`src/rtl/skid_reg.sv`:
```
// skid_reg: two-entry skid buffer (main + skid register) between a valid/ready
// producer and consumer. in_ready depends only on registered state, so there
// is no combinational path from out_ready back to in_ready.
module skid_reg #(
  parameter int WIDTH = 8
) (
  input  logic             clk,
  input  logic             rst,
  input  logic             in_valid,
  input  logic [WIDTH-1:0] in_data,
  output logic             in_ready,
  output logic             out_valid,
  output logic [WIDTH-1:0] out_data,
  input  logic             out_ready,
  input  logic             flush,
  output logic [1:0]       count
);

  typedef enum logic [1:0] {
    EMPTY = 2'd0,
    ONE   = 2'd1,
    FULL  = 2'd2
  } state_t;

  state_t           state;
  state_t           state_next;
  logic [WIDTH-1:0] main_q;
  logic [WIDTH-1:0] main_next;
  logic [WIDTH-1:0] skid_q;
  logic [WIDTH-1:0] skid_next;
  logic             in_fire;
  logic             out_fire;

  // Handshake outputs are pure decodes of the registered state.
  assign in_ready  = (state != FULL);
  assign out_valid = (state != EMPTY);
  assign out_data  = main_q;
  assign count     = (state == FULL) ? 2'd2 :
                     (state == ONE)  ? 2'd1 : 2'd0;

  assign in_fire  = in_valid && in_ready;
  assign out_fire = out_valid && out_ready;

  // State and storage registers; reset clears everything immediately.
  always_ff @(posedge clk or negedge rst) begin
    if (!rst) begin
      state  <= EMPTY;
      main_q <= '0;
      skid_q <= '0;
    end else begin
      state  <= state_next;
      main_q <= main_next;
      skid_q <= skid_next;
    end
  end

  // Next-state and data movement; flush overrides whatever the fires asked for.
  always_comb begin
    state_next = state;
    main_next  = main_q;
    skid_next  = skid_q;
    case (state)
      EMPTY: begin
        if (in_fire) begin
          main_next  = in_data;
          state_next = ONE;
        end
      end
      ONE: begin
        if (in_fire && out_fire) begin
          main_next = in_data;
        end else if (in_fire) begin
          skid_next  = in_data;
          state_next = FULL;
        end else if (out_fire) begin
          state_next = EMPTY;
        end
      end
      FULL: begin
        if (out_fire) begin
          main_next  = skid_q;
          state_next = ONE;
        end
      end
      default: begin
        state_next = EMPTY;
      end
    endcase
    if (flush) begin
      state_next = EMPTY;
    end
  end

endmodule

```
`config.mk`:
```
export PLATFORM = sky130hd
export DESIGN_NAME = skid_reg
export DESIGN_NICKNAME = d
export VERILOG_FILES = /design/src/rtl/skid_reg.sv
export SDC_FILE = /design/constraint.sdc
export NUM_CORES = 1
export LEC_CHECK = 0
export CAP_MARGIN = 20
export CORE_MARGIN = 2
export CORE_UTILIZATION = 45
export DETAILED_ROUTE_END_ITERATION = 8
export GPL_TIMING_DRIVEN = 0
export HOLD_SLACK_MARGIN = 0.02
export PLACE_DENSITY = 0.76
export SYNTH_ARGS = -nofsm -noshare
export SYNTH_HDL_FRONTEND = slang
export SYNTH_SLANG_ARGS = --single-unit
```
`constraint.sdc`:
```
create_clock -name clk -period 1.61 [get_ports clk]
set_input_delay 0.322 -clock clk [delete_from_list [all_inputs] [get_ports clk]]
set_output_delay 0.322 -clock clk [all_outputs]
set_load 0.01 [all_outputs]
```
==> metrics.csv <==
stage,metric,value,unit
status,outcome,completed,
clock_tree,cts_buffers,3,
setup_path,required,1.29,ns
die,core_area,1760,µm²
timing,period_minus_slack,1.57,ns
synth,avgSynthCellArea,15.2,µm²
power,vdd_drop_max,783,µV
setup_path,cp_top_family,flip-flops,
layout,final_cell_mix,"clkdlybuf4s50_1 (20), dfrtp_1 (17), mux2_2 (16)",
power,p_sw_share,24.1,%
synth,synth_top_family_by_area,multiplexers,
layout,fin_nets,101,
power,p_seq_share,50.5,%
synth,synth-simple-area-share,8.79,%
synth,synth_compound_area_share,2.74,%
timing,rsz0062_at_grt,yes,
power,pwr-share-clk,23.8,%
synth,syn_inst,57,
drt,drtPass1Iterations,3,
timing,fin_skew,0.00210,ns
layout,final_common_cell,clkdlybuf4s50_1,
timing,post-route-period-util,97.5,%
clock_tree,ctsRootBufferMaster,clkbuf_4,
global_routing,track_usage,16.7,%
placed_design,place_area,1140,µm²
timing,fmaxAchievable,637,MHz
setup_path,endpoint_kind,output port,
timing,slew_violations,0,
global_routing,grt_pass1_wl,2.61,mm
power,internal_power,0.000879,W
placed_design,portBuffers,24,
drt,drt_wl_total,1.60,mm
placed_design,pre_cts_ws,-0.239,ns
global_routing,grt_max_degree,19,
power,p_comb_share,25.7,%
drt,wire_per_inst,14.3,µm
synth,ys_seq_elements,18,
timing,setup_violations,0,
clock_tree,clock_latency,0.29,ns
setup_path,crit_fanout,5,
clock_tree,clockBufferDepth,2,
global_routing,overflow,0,
drt,drc,0,
setup_path,crit_arrival,1.25,ns
synth,yosysUniqueCellTypes,17,
synth,syn_nets,70,
synth,synth-xor-area-share,0,%
placed_design,gp_congestion,0.727,
power,p_leak,0.516,nW
global_routing,antenna_found_initial,0,
min_path,hold_path.class,primary input to asynchronous set/reset pin,
synth,yosysSeqAreaShare,51.9,%
die,die_area,2300,µm²
setup_path,cp-start-kind,flip-flop,
setup_path,crit_start,state[0],
timing,slew-limit-headroom,45.2,%
layout,areaGrowthSynthToFinish,37.9,%
clock_tree,cts_hold_buf,0,
drt,vias,551,
power,netSwitchingPower,0.000280,W
power,p_per_area,968,nW/µm²
die,initial_core_util,49.2,%
job,cap_violations,0,
die,io_pins,25,
die,die_h,47.9,µm
timing,setup_slack,0.0399,ns
layout,final_area,1200,µm²
setup_path,critPathBufInv,2,
setup_path,path_cells,buf_4 -> and2b_2 -> clkdlybuf4s15_1,
synth,yosys_warnings,0,
synth,muxShareOfSynthArea,34.6,%
timing,tightest_slew,0.820,ns
drt,post_drt_via_cell_ratio,4.92,
setup_path,max_stage_delay,0.40,ns
synth,synth_area,868,µm²
clock_tree,tritoncts,built,
die,die_w,47.9,µm
clock_tree,cts.htree.levels,1,
timing,hold_violations,0,
clock_tree,cts_sinks,18,
setup_path,critical_path_class,flip-flop to output port,
setup_path,r2r-start,state[1],
die,placementRows,15,
drt,postRouteAntennaNets,0,
placed_design,hpwlAfterDp,1.13,mm
clock_tree,clkTransAtPathRegs,0.10,ns
layout,drive_above_1_share,47.1,%
global_routing,grt_pass1_vias,592,
setup_path,cp_slowest_cell,dfrtp_1,
synth,synthAdderAreaFrac,0,%
layout,diodes,0,
drt,first_iter_violations,6,
cell families (layout without fill, tap and decap cells):
logic type      after synthesis  in the layout
compound gates                3              3
buf+inv                       2             32
flops                        18             18
mux                          24             24
simple gates                 10             10
cell usage after synthesis (all sizes together):
cell | count | area, µm²
mux2 | 24 | 300
dfrtp | 18 | 450
nand2b | 2 | 20.0
nand3b | 2 | 15.0
a211oi | 1 | 7.51
a21bo | 1 | 10.0
a31oi | 1 | 6.26
and2b | 1 | 8.76
buf | 1 | 11.3
inv | 1 | 6.26
nand2 | 1 | 3.75
nor2 | 1 | 6.26
nor2b | 1 | 8.76
or2 | 1 | 6.26
or3 | 1 | 7.51
state kept, by name, indices dropped and copies added (netlist names):
| name | flops |
|---|---|
| out_data | 8 |
| state | 2 |
| skid_q | 8 |
power groups by stage:
stage | Combinational [W] | Sequential (W) | Clock (W)
after floorplan | 0.000148 | 0.000599 | 0
after global placement | 0.000288 | 0.000589 | 0
after detailed placement | 0.000294 | 0.000596 | 0
after CTS | 0.000299 | 0.000585 | 0.000288
after global routing | 0.000321 | 0.000597 | 0.000302
final | 0.000298 | 0.000585 | 0.000276
routing by layer:
metal / global-route usage, % / wire [µm]
met3: 6.04 / 78
met1: 21.7 / 760
met4: 3.24 / 8
met2: 26.9 / 757
met5: 0 / 0
repair_timing:
| action | CTS | global route |
|---|---|---|
| setup buffers | 2 | 0 |
| gates resized for setup | 9 | 3 |
| endpoints found under the setup margin | 4 | 4 |
| pin swaps | 0 | 0 |
area by class of cell:
cell class,count,area [µm²]
plain buffers,1,11.3
clock buffers,4,36.3
fillers,145,567
inverters,1,6.26
multi-input cells,37,405
flip-flops and latches,18,452
well taps,25,31.3
repair buffers,26,255
per-stage QoR:
| step | instances | hold WS [ns] | setup TNS (ns) | total power (W) | utilization, % |
|---|---|---|---|---|---|
| floorplan | 57 | 0.0264 | 0 | 0.000747 | - |
| global placement | 106 | 0.483 | -2.93 | 0.000877 | 64.6 |
| detailed placement | 106 | 0.494 | -3.30 | 0.000890 | 64.6 |
| CTS | 112 | 0.502 | 0 | 0.00117 | 67.4 |
| global route | 112 | 0.537 | -0.000492 | 0.00122 | 67.9 |
| finish | 112 | 0.493 | 0 | 0.00116 | 67.9 |
path summary, 6_finish.rpt:
kind | to | slack, ns | cells past startpoint
max | count[0] | 0.04 | 3
min | out_data[3] | 0.49 | 1
max reg2reg | skid_q[4] | 0.06 | 4
min reg2reg | skid_q[3] | 0.52 | 1
max in group asynchronous | state[1] | 0.56 | 1
min in group clk | skid_q[3] | 0.52 | 1
Note: power is estimated with default switching activity, not from simulation.
